### src/rtl/nibble_serial_adder.sv
// nibble_serial_adder
//   Adds two W-bit operands (W = 4*N_NIBBLES) plus a carry-in by reusing a
//   single 4-bit carry-select adder once per clock. Nibbles are processed
//   LSB first. The result appears N_NIBBLES cycles after start is accepted.
//
// Ports
//   clk    in   system clock, all state updates on its rising edge
//   rst_n  in   synchronous active-low reset
//   start  in   begin an addition (sampled only in IDLE)
//   a, b   in   W-bit operands, latched when start is accepted
//   c_in   in   carry into bit 0, latched when start is accepted
//   sum    out  W-bit result register (completed low nibbles during ADD)
//   c_out  out  carry out of bit W-1 (valid from done onward)
//   ovf    out  two's-complement overflow flag (valid from done onward)
//   busy   out  high while the addition is in progress
//   done   out  one-cycle pulse marking the result valid

// carry_select_adder
//   4-bit adder: the low 2-bit half ripples, the high 2-bit half is computed
//   for both possible carries and the low half's carry picks one.
//   Ports: a, b (4-bit operands), c_in, sum (4-bit), c_out.
module carry_select_adder (
    input  logic [3:0] a,
    input  logic [3:0] b,
    input  logic       c_in,
    output logic [3:0] sum,
    output logic       c_out
);
    logic [2:0] lo;
    logic [2:0] hi_c0;
    logic [2:0] hi_c1;

    assign lo    = {1'b0, a[1:0]} + {1'b0, b[1:0]} + {2'b00, c_in};
    assign hi_c0 = {1'b0, a[3:2]} + {1'b0, b[3:2]};
    assign hi_c1 = {1'b0, a[3:2]} + {1'b0, b[3:2]} + 3'd1;

    assign sum   = {(lo[2] ? hi_c1[1:0] : hi_c0[1:0]), lo[1:0]};
    assign c_out = lo[2] ? hi_c1[2] : hi_c0[2];
endmodule

module nibble_serial_adder #(
    parameter int N_NIBBLES = 4
) (
    input  logic                   clk,
    input  logic                   rst_n,
    input  logic                   start,
    input  logic [4*N_NIBBLES-1:0] a,
    input  logic [4*N_NIBBLES-1:0] b,
    input  logic                   c_in,
    output logic [4*N_NIBBLES-1:0] sum,
    output logic                   c_out,
    output logic                   ovf,
    output logic                   busy,
    output logic                   done
);
    localparam int W     = 4 * N_NIBBLES;
    localparam int IDX_W = (N_NIBBLES > 1) ? $clog2(N_NIBBLES) : 1;

    typedef enum logic [1:0] {
        IDLE,
        ADD,
        DONE
    } state_t;

    state_t           state_reg;
    logic [W-1:0]     a_reg;
    logic [W-1:0]     b_reg;
    logic             carry_reg;
    logic [IDX_W-1:0] idx_reg;
    logic [W-1:0]     sum_reg;
    logic             c_out_reg;
    logic             ovf_reg;
    logic             busy_reg;
    logic             done_reg;

    // Per-nibble views of the latched operands
    logic [3:0] a_nib [N_NIBBLES];
    logic [3:0] b_nib [N_NIBBLES];

    genvar gi;
    generate
        for (gi = 0; gi < N_NIBBLES; gi++) begin : g_nib
            assign a_nib[gi] = a_reg[4*gi +: 4];
            assign b_nib[gi] = b_reg[4*gi +: 4];
        end
    endgenerate

    // Select the nibble pair addressed by idx; explicit compare loop keeps the
    // mux well-defined even when N_NIBBLES is not a power of two.
    logic [3:0] add_a;
    logic [3:0] add_b;
    always_comb begin
        add_a = '0;
        add_b = '0;
        for (int i = 0; i < N_NIBBLES; i++) begin
            if (idx_reg == IDX_W'(i)) begin
                add_a = a_nib[i];
                add_b = b_nib[i];
            end
        end
    end

    logic [3:0] nib_sum;
    logic       nib_carry;

    carry_select_adder u_csa (
        .a     (add_a),
        .b     (add_b),
        .c_in  (carry_reg),
        .sum   (nib_sum),
        .c_out (nib_carry)
    );

    logic last_nibble;
    logic ovf_next;

    assign last_nibble = (idx_reg == IDX_W'(N_NIBBLES - 1));
    // The MSB of the final sum is bit 3 of the nibble being written this cycle.
    assign ovf_next    = (a_reg[W-1] == b_reg[W-1]) && (nib_sum[3] != a_reg[W-1]);

    always_ff @(posedge clk) begin
        if (!rst_n) begin
            state_reg <= IDLE;
            a_reg     <= '0;
            b_reg     <= '0;
            carry_reg <= 1'b0;
            idx_reg   <= '0;
            sum_reg   <= '0;
            c_out_reg <= 1'b0;
            ovf_reg   <= 1'b0;
            busy_reg  <= 1'b0;
            done_reg  <= 1'b0;
        end else begin
            case (state_reg)
                IDLE: begin
                    if (start) begin
                        a_reg     <= a;
                        b_reg     <= b;
                        carry_reg <= c_in;
                        idx_reg   <= '0;
                        sum_reg   <= '0;
                        c_out_reg <= 1'b0;
                        ovf_reg   <= 1'b0;
                        busy_reg  <= 1'b1;
                        state_reg <= ADD;
                    end
                end
                ADD: begin
                    for (int i = 0; i < N_NIBBLES; i++) begin
                        if (idx_reg == IDX_W'(i)) begin
                            sum_reg[4*i +: 4] <= nib_sum;
                        end
                    end
                    carry_reg <= nib_carry;
                    if (last_nibble) begin
                        c_out_reg <= nib_carry;
                        ovf_reg   <= ovf_next;
                        busy_reg  <= 1'b0;
                        done_reg  <= 1'b1;
                        idx_reg   <= '0;
                        state_reg <= DONE;
                    end else begin
                        idx_reg <= idx_reg + 1'b1;
                    end
                end
                DONE: begin
                    done_reg  <= 1'b0;
                    state_reg <= IDLE;
                end
                default: begin
                    state_reg <= IDLE;
                    busy_reg  <= 1'b0;
                    done_reg  <= 1'b0;
                end
            endcase
        end
    end

    assign sum   = sum_reg;
    assign c_out = c_out_reg;
    assign ovf   = ovf_reg;
    assign busy  = busy_reg;
    assign done  = done_reg;
endmodule

### config.mk
export PLATFORM = sky130hd
export DESIGN_NAME = nibble_serial_adder
export DESIGN_NICKNAME = d
export VERILOG_FILES = /design/src/rtl/nibble_serial_adder.sv
export SDC_FILE = /design/constraint.sdc
export NUM_CORES = 1
export LEC_CHECK = 0
export CORE_MARGIN = 2
export CORE_UTILIZATION = 25
export CTS_CLUSTER_DIAMETER = 50
export DETAILED_ROUTE_END_ITERATION = 10
export GPL_ROUTABILITY_DRIVEN = 0
export PLACE_DENSITY_LB_ADDON = 0.08
export SYNTH_ARGS = -nofsm -noshare
export SYNTH_HDL_FRONTEND = slang
export SYNTH_SLANG_ARGS = --single-unit
### constraint.sdc
create_clock -name clk -period 5.76 [get_ports clk]
set_input_delay 0.864 -clock clk [delete_from_list [all_inputs] [get_ports clk]]
set_output_delay 0.864 -clock clk [all_outputs]
set_load 0.01 [all_outputs]
Word level (Yosys, flattened, before mapping)
Index checks and enable logic that the tools add are counted.

Register bits: 57. Bits in latches: 0. Memory bits (writable): 0. Memory bits (read-only): 0. Input bits: 36. Output and inout bits: 20. Word-level logic and storage cells: 79. Memories kept: 0.

Add/sub/neg operators: 5. $mul: 0. Div/mod/pow operators: 0. Magnitude comparators: 0. Eq/ne operators: 12. Shift-type cells: 0. Mux-type cells: 34. Bitwise gates (word level): 2. Reduce and logical (&&, ||, !) cells: 13.

Operators with widths (number): two-way mux 4 bit (12); case mux 16 bit (2 select lines) (1); two-way mux 16 bit (1); AND reduction 3 bit (5); two-way mux 2 bit (5); inequality test 2 bit (second input constant) (5); two-way mux 1 bit (8); case mux 1 bit (2 select lines) (4); case mux 2 bit (2 select lines) (2); AND reduction 2 bit (4); adder 2 x 2 -> 3 bit (2); equality test 2 bit (second input constant) (3); equality test 2 x 1 -> 1 bit (second input constant) (2); logical NOT 2 bit (2); adder 3 x 1 -> 3 bit (1); adder 3 x 1 -> 3 bit (second input constant) (1); case mux 1 bit (3 select lines) (1); adder 2 x 1 -> 2 bit (second input constant) (1); NOT 1 bit (2); nonzero test 2 bit (1); equality test 1 bit (1); logical AND 1 bit (1); inequality test 1 bit (1).

Longest topological paths before layout
Gate-level depths: netlist (run 1).

Word-level depth: 12. Mapped depth: 14. Gate-level depth less buffers: 13.

Cells and area by module
From an unflattened synthesis (run 1), not the netlist that was laid out.

Cell total of the unflattened synthesis: 323. Area, all modules: 2557.5 um^2.

Modules (own cells, without submodules): nibble_serial_adder (instances 1, cells an instance 304, area each 2406.1 um^2, seq. area each 1141.1 um^2); carry_select_adder (instances 1, cells an instance 19, area each 151.4 um^2, seq. area each 0.0 um^2).

Worst setup path before layout (run 1)
No wires, ideal clock.

Path type: register to register. From: register idx_reg[0]. To: register ovf_reg (netlist: ovf). Library setup time: 0.117 ns. Arrival time: 2.747 ns. Required time: 5.643 ns. Path slack: 2.896 ns. Stages on the path, launching flop included: 15. Period minus slack after synthesis: 2.864 ns. Cells stage by stage: dfxtp_1 inv_1 ha_1 clkbuf_1 nand3b_1 a21oi_1 a21oi_1 o21ai_0 ha_1 fa_1 ha_1 mux2_2 nand2_1 o21ai_0 a32o_1.

Word-level cells in the longest chain between the ends: 12. Elaborated cells between the ends (all ways): 23. Classes of those cells: 4 x add/sub; 5 x eq/ne; 11 x mux; 3 x reduce/logical.

Ends and longest elaborated chain: start: declaration (RTL line 69) `logic [IDX_W-1:0] idx_reg;`; start signal: assignment (RTL line 163) `idx_reg <= idx_reg + 1'b1;`; logical NOT 2 bit (RTL line 96) `if (idx_reg == IDX_W'(i)) begin`; two-way mux 4 bit (4 in a row) (RTL line 96); adder 2 x 2 -> 3 bit (on tied branches) (RTL line 34, 35, 33); adder 3 x 1 -> 3 bit (on tied branches) (RTL line 35, 33); two-way mux 2 bit (RTL line 37) `assign sum = {(lo[2] ? hi_c1[1:0] : hi_c0[1:0]), lo[1:0]};`; inequality test 1 bit (RTL line 119) `assign ovf_next = (a_reg[W-1] == b_reg[W-1]) && (nib_sum[3] != a_reg[W-1]);`; logical AND 1 bit (RTL line 119); two-way mux 1 bit (RTL line 155) `if (last_nibble) begin`; case mux 1 bit (2 select lines) (RTL line 134) `case (state_reg)`; end signal: assignment (RTL line 157) `ovf_reg <= ovf_next;`; end: declaration (RTL line 72) `logic ovf_reg;`.

Parallel ways exist; a longest one is shown, timed or not. The select of a mux whose other input is x is not followed. A chain may end at the register's enable or synchronous reset.

Final worst setup path (run 1)
From: register idx_reg[1]. To: register ovf_reg (netlist: ovf).

Same word-level chain as after synthesis.

==> insert_results.sql, run 1 <==
INSERT INTO impl_metrics (metric_group, metric, value, unit) VALUES
('yosys', 'primary_ff_master_synth', 'sky130_fd_sc_hd__dfxtp_1', ''),
('clock_network', 'post-cts-setup-buffers', '0', ''),
('detailed_routing', 'ant_nets', '0', ''),
('yosys', 'yosys-top-cells-area', 'sky130_fd_sc_hd__dfxtp_1 42%, sky130_fd_sc_hd__nand2_1 12%, sky130_fd_sc_hd__a21boi_1 8.3%, sky130_fd_sc_hd__a21oi_1 4.4%, sky130_fd_sc_hd__buf_6 2.9%', ''),
('global_route', 'grt_overflow_total', '0', ''),
('clock_network', 'numCtsBuffers', '9', ''),
('worst_setup_path', 'startpoint_of_the_worst_slack_reg_to_reg_timing_path', 'idx_reg[1]', ''),
('sta', 'hold_viol', '0', ''),
('finish', 'finalNetCount', '412', ''),
('sta', 'rsz0062_at_grt', 'false', ''),
('finish', 'antenna_cells_inserted', '0', ''),
('die', 'top_level_ports', '56', ''),
('placement', 'dp_worst_setup_slack', '2.557', 'ns'),
('pwr', 'post-layout-total-power', '915.0', 'uW'),
('die', 'initial_utilization', '0.2529', ''),
('yosys', 'syn-cell-area', '2718', 'um2'),
('worst_setup_path', 'r2r_setup_slack', '2.55', 'ns'),
('run_status', 'status', 'finished, final reports clean', ''),
('yosys', 'synthesis.nets', '367', ''),
('detailed_routing', 'first_iter_violations', '60', ''),
('global_route', 'grt_antenna_before_repair', '0', ''),
('worst_setup_path', 'max_stage_delay', '0.52', 'ns'),
('detailed_routing', 'wl_per_cell', '13.46', 'um'),
('finish', 'layout_commonest_cell', 'sky130_fd_sc_hd__nand2_1', ''),
('die', 'die_h', '108.3', 'um'),
('sta', 'fin_tns_setup', '0', 'ns'),
('detailed_routing', 'vias', '2269', ''),
('yosys', 'yosysWarnings', '0', ''),
('yosys', 'synth.ff_latch_count', '57', ''),
('yosys', 'synth_seq_area_share', '0.4199', ''),
('yosys', 'synth.distinct_cells', '39', ''),
('sta', 'worstMarginPinSlew', '0.8390', 'ns'),
('worst_setup_path', 'worstRegToRegCells', '13', ''),
('die', 'fp-row-count', '38', ''),
('worst_setup_path', 'timing.critical_path.required', '5.99', 'ns'),
('clock_network', 'clock_sinks', '57', ''),
('hold_path', 'hold_class', 'reg -> reg', ''),
('worst_setup_path', 'path_cells', 'inv_1, ha_1, nand3b_1, a21oi_1, a21oi_1, o21ai_0, ha_1, fa_1, ha_1, mux2_2, nand2_1, o21ai_0, a32o_1', ''),
('yosys', 'synth_edf_count', '0', ''),
('yosys', 'yosys.area.top_type_share', '0.4199', ''),
('sta', 'skew', '0.008477', 'ns'),
('die', 'fp.dieW', '108.3', 'um'),
('finish', 'area_growth', '28.31', '%'),
('yosys', 'postSynthCellCount', '322', ''),
('worst_setup_path', 'critical_path.slowest_cell', 'sky130_fd_sc_hd__ha_1', ''),
('yosys', 'synth.avg_cell_area', '8.440', 'um2'),
('die', 'placeableCoreArea', '10750', 'um2'),
('sta', 'report.final.slew_viol_count', '0', ''),
('worst_setup_path', 'worstSetupPathType', 'reg -> reg', ''),
('detailed_routing', 'drt_drc_violations_left', '0', ''),
('clock_network', 'cts_root_buffer', 'sky130_fd_sc_hd__clkbuf_8', ''),
('worst_setup_path', 'cp_data_arrival_time', '3.44', 'ns'),
('worst_setup_path', 'endpoint_kind', 'flip-flop', ''),
('finish', 'layout_common_cells', '90 x sky130_fd_sc_hd__nand2_1, 57 x sky130_fd_sc_hd__dfxtp_1, 55 x sky130_fd_sc_hd__clkdlybuf4s50_1', ''),
('finish', 'drive_gt1_frac', '0.06469', ''),
('yosys', 'synth_top_cell_by_area', 'sky130_fd_sc_hd__dfxtp_1', ''),
('hold_path', 'holdPathStages', '2', ''),
('finish', 'num-fill-cells', '1195', ''),
('clock_network', 'total_of_hold_buffers_inserted_after_clock_tree_synthesis', '0', ''),
('sta', 'post-route-worst-setup-slack', '2.547', 'ns'),
('clock_network', 'cts_max_level', '3', ''),
('hold_path', 'worst_hold_startpoint', 'b_reg[8]', ''),
('detailed_routing', 'viasPerCell', '4.440', ''),
('hold_path', 'whs_endpoint', 'b_reg[8]', ''),
('global_route', 'globalRouteTotalUtil', '0.1270', ''),
('yosys', 'fraction_of_registers_with_async_set_or_reset_after_synthesis', '0', ''),
('clock_network', 'clock_tree_from_tritoncts', 'built', ''),
('pwr', 'vdd_drop_max', '0.07097', 'mV'),
('clock_network', 'worstSkewPairLatency', '0.34', 'ns'),
('detailed_routing', 'routed_wirelength', '6879', 'um'),
('global_route', 'grt_max_degree', '58', '');
-- worst max-delay path by stage --
stage	end	slack (ns)	startpoint	cells after the start
finish	ovf	2.55	idx_reg[1]	13
global route	ovf	2.25	idx_reg[1]	13
CTS	ovf	2.54	idx_reg[1]	13
detailed placement	ovf	2.56	idx_reg[1]	13
global placement	ovf	2.63	idx_reg[1]	13
floorplan	ovf	2.90	idx_reg[0]	14
-- Yosys cell counts, types with 2 or more instances --
cell type,instances
sky130_fd_sc_hd__nand2b_1,3
sky130_fd_sc_hd__a21boi_0,8
sky130_fd_sc_hd__a21boi_1,30
sky130_fd_sc_hd__buf_6,7
sky130_fd_sc_hd__dfxtp_1,57
sky130_fd_sc_hd__o21ai_0,14
sky130_fd_sc_hd__fa_1,3
sky130_fd_sc_hd__nand3b_1,4
sky130_fd_sc_hd__nor3_1,2
sky130_fd_sc_hd__o2bb2ai_1,6
sky130_fd_sc_hd__nor2b_1,6
sky130_fd_sc_hd__a21oi_1,24
sky130_fd_sc_hd__and2_1,8
sky130_fd_sc_hd__nor2_1,2
sky130_fd_sc_hd__clkbuf_1,11
sky130_fd_sc_hd__nand2_1,90
sky130_fd_sc_hd__a22oi_1,4
sky130_fd_sc_hd__nor4b_1,2
sky130_fd_sc_hd__ha_1,6
sky130_fd_sc_hd__a32oi_1,4
sky130_fd_sc_hd__nand3_1,2
sky130_fd_sc_hd__buf_4,4
sky130_fd_sc_hd__inv_1,9
-- worst max-delay path: cells and delay by family (launching register included) --
kind	cells	cell delay [ns]
muxes	1	0.33
and+or+nand+nor	2	0.25
buffers and inverters	1	0.09
DFF	1	0.34
AOI/OAI and AO/OA	5	0.58
adders and majority gates	4	1.52
-- layer usage --
layer | vias up | part of all wire | wire length [um] | GRT usage
li1 | 1168 | - | - | -
met1 | 1035 | 0.48 | 3280 | 0.1627
met2 | 55 | 0.46 | 3130 | 0.1981
met3 | 11 | 0.049 | 336 | 0.03737
met4 | 0 | 0.019 | 131 | 0.05495
met5 | - | 0 | 0 | 0
-- where the power goes --
group | switching (mW) | total, mW | leakage (nW) | internal [mW]
logic | 0.0754 | 0.144 | 0.659 | 0.0682
registers | 0.0140 | 0.428 | 0.465 | 0.414
clock network | 0.157 | 0.344 | 0.0980 | 0.186
total | 0.246 | 0.915 | 1.22 | 0.669
-- metrics by stage --
stage | hold slack [ns] | area [um2] | instances
2_1_floorplan | 0.4351 | 2718 | 322
3_3_place_gp | 0.4473 | 3307 | 496
3_5_place_dp | 0.4509 | 3307 | 496
4_1_cts | 0.4599 | 3487 | 511
5_1_grt | 0.4768 | 3487 | 511
6_report | 0.4553 | 3487 | 511
-- cells by family after synthesis --
| kind of cell | count (synthesis) | share of synthesized area |
|---|---|---|
| AO/OA/AOI/OAI | 95 | 0.2353 |
| XOR/XNOR | 2 | 0.006447 |
| adder cells (fa/ha/maj) | 9 | 0.04972 |
| buffers and inverters | 33 | 0.07090 |
| flip-flops | 57 | 0.4199 |
| multiplexers | 1 | 0.004143 |
| AND/OR/NAND/NOR | 125 | 0.2136 |
-- final cells by class --
class	count	area (um2)	share of cell area
clock inverter	3	15.01	0.004306
clock buffer	12	165.2	0.04736
tap	140	175.2	0.05023
sequential	57	1141	0.3272
inverter	9	33.78	0.009688
multi-input combinational	232	1384	0.3968
timing repair buffer	58	573.1	0.1643
Note: power is estimated with default switching activity, not from simulation.
==> run 2: changes to the inputs <==
- clock period: 5.76 -> 3.1 ns (I/O delays scaled with it)
==> run 2 against run 1 <==
Compared with the run above: cell count grew 1.6%; sequential power grew 86%; global-route usage shrank 0.085 points; cell area grew 3.6%; first-iteration DRC count shrank 30%; power grew 100%; sequential share of layout area shrank 1.1 points; non-clock buffer count grew 7; critical path type unchanged; largest power group unchanged.
==> insert_results.sql, run 2 (synthesis gave the netlist of run 1 again) <==
INSERT INTO impl_metrics (metric_group, metric, value, unit) VALUES
('finish', 'layout_common_cells', '90 x sky130_fd_sc_hd__nand2_1, 56 x sky130_fd_sc_hd__dfxtp_1, 55 x sky130_fd_sc_hd__clkdlybuf4s50_1', ''),
('pwr', 'internal_power', '1.356', 'mW'),
('worst_setup_path', 'critical_path.slowest_cell', 'sky130_fd_sc_hd__fa_1', ''),
('global_route', 'grt_max_degree', '41', ''),
('detailed_routing', 'first_iter_violations', '42', ''),
('finish', 'finalNetCount', '419', ''),
('placement', 'dpl.hpwl', '4975', 'um'),
('detailed_routing', 'routed_wirelength', '7123', 'um'),
('placement', 'dpl-instance-area', '3359', 'um2'),
('die', 'top_level_ports', '56', ''),
('worst_setup_path', 'startpoint_of_the_worst_slack_reg_to_reg_timing_path', 'idx_reg[0]', ''),
('clock_network', 'clock_sinks', '57', ''),
('pwr', 'p_sw_frac', '0.2617', ''),
('worst_setup_path', 'critical_path.n_buffers_inverters', '1', ''),
('global_route', 'grt_pass1_vias', '2215', ''),
('worst_setup_path', 'r2r_setup_slack', '0.13', 'ns'),
('worst_setup_path', 'startpoint_class_of_the_critical_path', 'flip-flop', ''),
('global_route', 'global_route_wire_length_before_repair', '11170', 'um'),
('global_route', 'grt_antenna_before_repair', '0', ''),
('die', 'fp-row-count', '38', ''),
('sta', 'setup_viol', '0', ''),
('detailed_routing', 'ant_nets', '0', ''),
('clock_network', 'clock_tree_from_tritoncts', 'built', ''),
('pwr', 'vdd_drop_max', '0.1743', 'mV'),
('sta', 'fin_crit', '2.975', 'ns'),
('sta', 'report.final.slew_viol_count', '0', ''),
('finish', 'area_growth', '32.97', '%'),
('finish', 'antenna_cells_inserted', '0', ''),
('global_route', 'globalRouteTotalUtil', '0.1261', ''),
('hold_path', 'whs_endpoint', 'b_reg[8]', ''),
('worst_setup_path', 'critical_path.max_fanout', '9', ''),
('run', 'cap_violations', '0', ''),
('sta', 'fin_crit_sh', '0.9596', ''),
('finish', 'drive_gt1_frac', '0.09763', ''),
('detailed_routing', 'first_pass_iters', '4', ''),
('worst_setup_path', 'endpoint_kind', 'flip-flop', ''),
('worst_setup_path', 'max_stage_delay', '0.43', 'ns'),
('clock_network', 'clock_pin_slew_on_the_worst_setup_and_hold_paths', '0.07', 'ns'),
('pwr', 'power.sequential.fraction', '0.433', ''),
('clock_network', 'cts_max_level', '3', ''),
('global_route', 'met3_layer_usage_reported_by_global_route', '0.03315', ''),
('detailed_routing', 'wl_per_cell', '13.72', 'um'),
('clock_network', 'worstSkewPairLatency', '0.34', 'ns'),
('hold_path', 'worst_hold_startpoint', 'b_reg[8]', ''),
('finish', 'layout_commonest_cell', 'sky130_fd_sc_hd__nand2_1', ''),
('global_route', 'met2_usage', '0.1995', ''),
('global_route', 'top_usage_layer_grt', 'met2', ''),
('clock_network', 'cts_buffer_depth', '2', ''),
('clock_network', 'numCtsBuffers', '9', ''),
('worst_setup_path', 'worstSetupPathType', 'reg -> reg', ''),
('pwr', 'cellLeakagePower', '1.266', 'nW'),
('pwr', 'total_switching_power', '480.7', 'uW'),
('die', 'placeableCoreArea', '10750', 'um2'),
('finish', 'num-fill-cells', '1187', ''),
('sta', 'rsz0062_at_grt', 'false', ''),
('global_route', 'grt_overflow_total', '0', ''),
('die', 'fp.dieW', '108.3', 'um'),
('hold_path', 'hold_class', 'reg -> reg', ''),
('sta', 'max_slew_margin', '0.5524', ''),
('pwr', 'power.clock.fraction', '0.411', ''),
('worst_setup_path', 'worstRegToRegCells', '13', ''),
('clock_network', 'cts_root_buffer', 'sky130_fd_sc_hd__clkbuf_8', ''),
('detailed_routing', 'vias', '2319', ''),
('worst_setup_path', 'cp_data_arrival_time', '3.20', 'ns'),
('die', 'die_area', '11720', 'um2'),
('clock_network', 'total_of_hold_buffers_inserted_after_clock_tree_synthesis', '0', ''),
('global_route', 'met1_usage', '0.1602', ''),
('hold_path', 'holdPathStages', '2', ''),
('worst_setup_path', 'worst_r2r_endpoint', 'ovf', ''),
('sta', 'skew', '0.01035', 'ns'),
('pwr', 'p_per_area', '508.3', 'nW/um2'),
('sta', 'max_clock_freq', '0.3362', 'GHz'),
('detailed_routing', 'viasPerCell', '4.468', ''),
('detailed_routing', 'drt_drc_violations_left', '0', ''),
('sta', 'hold_viol', '0', ''),
('worst_setup_path', 'path_cells', 'inv_1, ha_4, nand3b_1, a21oi_1, a21oi_1, o21ai_0, ha_1, fa_1, ha_1, mux2_2, nand2_1, o21ai_0, a32o_1', ''),
('pwr', 'post-layout-total-power', '1.837', 'mW'),
('die', 'die_h', '108.3', 'um'),
('worst_setup_path', 'timing.critical_path.required', '3.33', 'ns'),
('worst_setup_path', 'critical_path.top_delay_family', 'adder cells', ''),
('run_status', 'status', 'finished, final reports clean', ''),
('placement', 'buffer_ports.inserted', '55', ''),
('pwr', 'power.combinational.fraction', '0.156', ''),
('die', 'initial_utilization', '0.2529', ''),
('finish', 'final_instance_area', '3613', 'um2'),
('sta', 'worstMarginPinSlew', '0.6713', 'ns');
-- run 2: changes by cell type in the layout (fill, tap and decap cells not counted), moves of 2 or more --
cell                        delta
sky130_fd_sc_hd__buf_4         +7
sky130_fd_sc_hd__bufinv_16     +2
sky130_fd_sc_hd__ha_1          -4
sky130_fd_sc_hd__ha_4          +3
sky130_fd_sc_hd__clkbuf_8      -3
-- run 2: worst max-delay path by stage --
| stage | cells past startpoint | endpoint | from | slack [ns] |
|---|---|---|---|---|
| after floorplan | 14 | ovf | idx_reg[0] | 0.24 |
| after global placement | 13 | ovf | idx_reg[0] | 0.06 |
| after detailed placement | 12 | ovf | idx_reg[0] | -0.03 |
| after CTS | 13 | ovf | idx_reg[1] | 0.02 |
| after global routing | 13 | ovf | idx_reg[0] | 0.003 |
| final | 13 | ovf | idx_reg[0] | 0.13 |
-- run 2: cell type report --
type | count | area (um2) | share of cell area
clock buffer | 10 | 127.6 | 0.03532
clock inverter | 6 | 82.58 | 0.02285
inverter | 9 | 33.78 | 0.009349
multi-input combinational | 232 | 1426 | 0.3947
sequential | 57 | 1142 | 0.3161
tap | 140 | 175.2 | 0.04848
timing repair buffer | 65 | 625.6 | 0.1731
-- run 2: what timing repair did --
item                       4_1_cts  5_1_grt
cloned                           0        0
buffers inserted                 0        0
resized for setup                2        8
setup endpoints to repair        1       12
-- run 2: through the flow --
stage / TNS [ns] / hold WS, ns / setup WS, ns / std cells / utilization
2_1_floorplan: 0 / 0.4351 / 0.2357 / 322 / -
3_3_place_gp: 0 / 0.4449 / 0.05957 / 503 / 0.3126
3_5_place_dp: -0.03365 / 0.4464 / -0.03365 / 503 / 0.3126
4_1_cts: 0 / 0.4567 / 0.01950 / 519 / 0.3327
5_1_grt: 0 / 0.4758 / 0.002559 / 519 / 0.3363
6_report: 0 / 0.4532 / 0.1253 / 519 / 0.3363
-- run 2: tightest hold or removal path: stages (launching register included) --
cell	delay [ns]
sky130_fd_sc_hd__dfxtp_1	0.31
sky130_fd_sc_hd__nand2_1	0.05
sky130_fd_sc_hd__a21boi_1	0.05
-- run 2: layer usage --
metal	vias up	share of wire
met2	52	0.45
met5	-	0
met1	1075	0.48
met3	11	0.043
met4	0	0.019
li1	1181	-
-- run 2: power groups by stage --
stage          Sequential [mW]  Combinational, mW  Clock, mW
2_1_floorplan            0.804              0.179          0
3_3_place_gp             0.812              0.284          0
3_5_place_dp             0.812              0.285          0
4_1_cts                  0.795              0.287      0.779
5_1_grt                  0.800              0.319      0.813
6_report                 0.795              0.287      0.755
==> run 3: changes to the inputs <==
- CORE_UTILIZATION: 25 -> 40
==> run 3 against run 2 <==
Compared with the run above: worst setup slack gained 0.065 ns; sequential share of layout area grew 1.2 points; first-iteration DRC count grew 140%; sequential power is essentially flat; clock-buffer cell count grew 3; clock skew shrank 0.0013 ns; utilization grew 18 points; die area shrank 36%; power shrank 8.0%; largest cell class unchanged; largest power group unchanged; highest routed layer unchanged.
==> insert_results.sql, run 3 (synthesis gave the netlist of run 1 again) <==
INSERT INTO impl_metrics (metric_group, metric, value, unit) VALUES
('clock_network', 'worstSkewPairLatency', '0.34', 'ns'),
('finish', 'antenna_cells_inserted', '0', ''),
('worst_setup_path', 'worstRegToRegCells', '13', ''),
('pwr', 'power.clock.fraction', '0.365', ''),
('pwr', 'internal_power', '1.237', 'mW'),
('clock_network', 'numCtsBuffers', '9', ''),
('global_route', 'global_route_wire_length_before_repair', '10420', 'um'),
('clock_network', 'cts_buffer_depth', '2', ''),
('finish', 'finish.cell_count_without_fillers', '457', ''),
('clock_network', 'post-cts-setup-buffers', '0', ''),
('finish', 'area_growth', '28.13', '%'),
('worst_setup_path', 'r2r_setup_slack', '0.19', 'ns'),
('pwr', 'p_per_area', '485.5', 'nW/um2'),
('global_route', 'grt_overflow_total', '0', ''),
('sta', 'report.final.slew_viol_count', '0', ''),
('sta', 'setup_viol', '0', ''),
('hold_path', 'holdPathStages', '2', ''),
('pwr', 'p_sw_frac', '0.2681', ''),
('clock_network', 'clock_tree_from_tritoncts', 'built', ''),
('worst_setup_path', 'cp_data_arrival_time', '3.14', 'ns'),
('detailed_routing', 'viasPerCell', '5.026', ''),
('worst_setup_path', 'worstSetupPathType', 'reg -> reg', ''),
('global_route', 'grt_max_degree', '25', ''),
('worst_setup_path', 'timing.critical_path.required', '3.33', 'ns'),
('sta', 'max_slew_margin', '0.5127', ''),
('pwr', 'post-layout-total-power', '1.691', 'mW'),
('sta', 'hold_viol', '0', ''),
('detailed_routing', 'drt_drc_violations_left', '0', ''),
('detailed_routing', 'first_iter_violations', '100', ''),
('pwr', 'power.sequential.fraction', '0.470', ''),
('worst_setup_path', 'endpoint_kind', 'flip-flop', ''),
('global_route', 'grt_pass1_vias', '2165', ''),
('detailed_routing', 'ant_nets', '0', ''),
('clock_network', 'clock_sinks', '57', ''),
('sta', 'rsz0062_at_grt', 'false', ''),
('global_route', 'globalRouteTotalUtil', '0.1813', ''),
('die', 'fp.dieW', '86.43', 'um'),
('sta', 'max_clock_freq', '0.3437', 'GHz'),
('finish', 'finalNetCount', '417', ''),
('placement', 'dpl.hpwl', '4502', 'um'),
('clock_network', 'clock_pin_slew_on_the_worst_setup_and_hold_paths', '0.06', 'ns'),
('die', 'placeableCoreArea', '6681', 'um2'),
('placement', 'dpl-instance-area', '3269', 'um2'),
('die', 'initial_utilization', '0.4067', ''),
('clock_network', 'total_of_hold_buffers_inserted_after_clock_tree_synthesis', '0', ''),
('sta', 'worstMarginPinSlew', '0.7302', 'ns'),
('global_route', 'grt_antenna_before_repair', '0', ''),
('detailed_routing', 'first_pass_iters', '4', ''),
('hold_path', 'hold_class', 'reg -> reg', ''),
('pwr', 'cellLeakagePower', '1.244', 'nW'),
('die', 'die_h', '86.43', 'um'),
('run', 'cap_violations', '0', ''),
('worst_setup_path', 'startpoint_class_of_the_critical_path', 'flip-flop', ''),
('finish', 'layout_common_cells', '90 x sky130_fd_sc_hd__nand2_1, 55 x sky130_fd_sc_hd__dfxtp_1, 55 x sky130_fd_sc_hd__clkdlybuf4s50_1', ''),
('finish', 'final_instance_area', '3482', 'um2'),
('finish', 'layout_commonest_cell', 'sky130_fd_sc_hd__nand2_1', ''),
('sta', 'fin_crit_sh', '0.9385', ''),
('sta', 'fin_crit', '2.909', 'ns'),
('pwr', 'power.combinational.fraction', '0.165', ''),
('placement', 'placed_cells', '441', ''),
('clock_network', 'cts_max_level', '3', ''),
('run_status', 'status', 'finished, final reports clean', ''),
('placement', 'buffer_ports.inserted', '55', ''),
('finish', 'drive_gt1_frac', '0.09284', ''),
('finish', 'num-fill-cells', '663', ''),
('pwr', 'vdd_drop_max', '0.2813', 'mV'),
('die', 'top_level_ports', '56', ''),
('sta', 'fin_tns_setup', '0', 'ns'),
('pwr', 'total_switching_power', '453.3', 'uW'),
('detailed_routing', 'vias', '2297', ''),
('sta', 'skew', '0.009087', 'ns'),
('clock_network', 'cts_root_buffer', 'sky130_fd_sc_hd__clkbuf_8', ''),
('worst_setup_path', 'critical_path.max_fanout', '16', ''),
('detailed_routing', 'wl_per_cell', '13.70', 'um'),
('detailed_routing', 'routed_wirelength', '6260', 'um'),
('die', 'die_area', '7469', 'um2'),
('die', 'fp-row-count', '30', '');
==> run 3: power by group through the flow <==
stage	logic, mW	registers, mW	clock network, mW
4_1_cts	0.274	0.795	0.641
6_report	0.279	0.795	0.616
5_1_grt	0.312	0.799	0.669
2_1_floorplan	0.179	0.804	0
3_5_place_dp	0.273	0.811	0
3_3_place_gp	0.269	0.811	0
==> run 3: routing by layer <==
metal	up-vias	share of wire	global-route usage
met2	56	0.47	0.2832
met1	1059	0.47	0.2288
met4	0	0.019	0.07813
met5	-	0	0
li1	1174	-	-
met3	8	0.044	0.06000
==> run 3: path summary, 6_finish.rpt <==
kind	to	start
worst max-delay path	ovf	idx_reg[1]
worst min register to register	a_reg[8]	a_reg[8]
worst min-delay path	a_reg[8]	a_reg[8]
worst max register to register	ovf	idx_reg[1]
==> run 3: timing repair <==
action	CTS	global route
setup endpoints to repair	1	7
gates resized for setup	1	11
pin swaps	0	1
==> run 3: final cells by class <==
cell class | instances | area [um2] | share of cell area
well taps | 80 | 100.1 | 0.02875
clock buffers | 13 | 158.9 | 0.04563
inverters | 9 | 33.78 | 0.009702
clock inverters | 3 | 15.01 | 0.004312
multi-input cells | 232 | 1420 | 0.4078
flip-flops and latches | 57 | 1144 | 0.3284
repair buffers | 63 | 610.6 | 0.1754
==> run 3: worst max-delay path, stage by stage, from the launching register on <==
cell and delay [ns]:
sky130_fd_sc_hd__dfxtp_2 0.37, sky130_fd_sc_hd__inv_1 0.12, sky130_fd_sc_hd__ha_4 0.23, sky130_fd_sc_hd__nand3b_1 0.17
sky130_fd_sc_hd__a21oi_1 0.12, sky130_fd_sc_hd__a21oi_1 0.05, sky130_fd_sc_hd__o21ai_0 0.16, sky130_fd_sc_hd__ha_2 0.21
sky130_fd_sc_hd__fa_1 0.43, sky130_fd_sc_hd__ha_1 0.30, sky130_fd_sc_hd__mux2_4 0.31, sky130_fd_sc_hd__nand2_1 0.06
sky130_fd_sc_hd__o21ai_0 0.08, sky130_fd_sc_hd__a32o_1 0.20
==> run 3: metrics by stage <==
stage	worst slack, ns	util	hold slack (ns)
6_report	0.1907	0.5212	0.4531
5_1_grt	0.01209	0.5212	0.4689
4_1_cts	0.04880	0.5157	0.4550
3_5_place_dp	-0.01385	0.4893	0.4464
3_3_place_gp	0.08178	0.4893	0.4429
2_1_floorplan	0.2357	-	0.4351
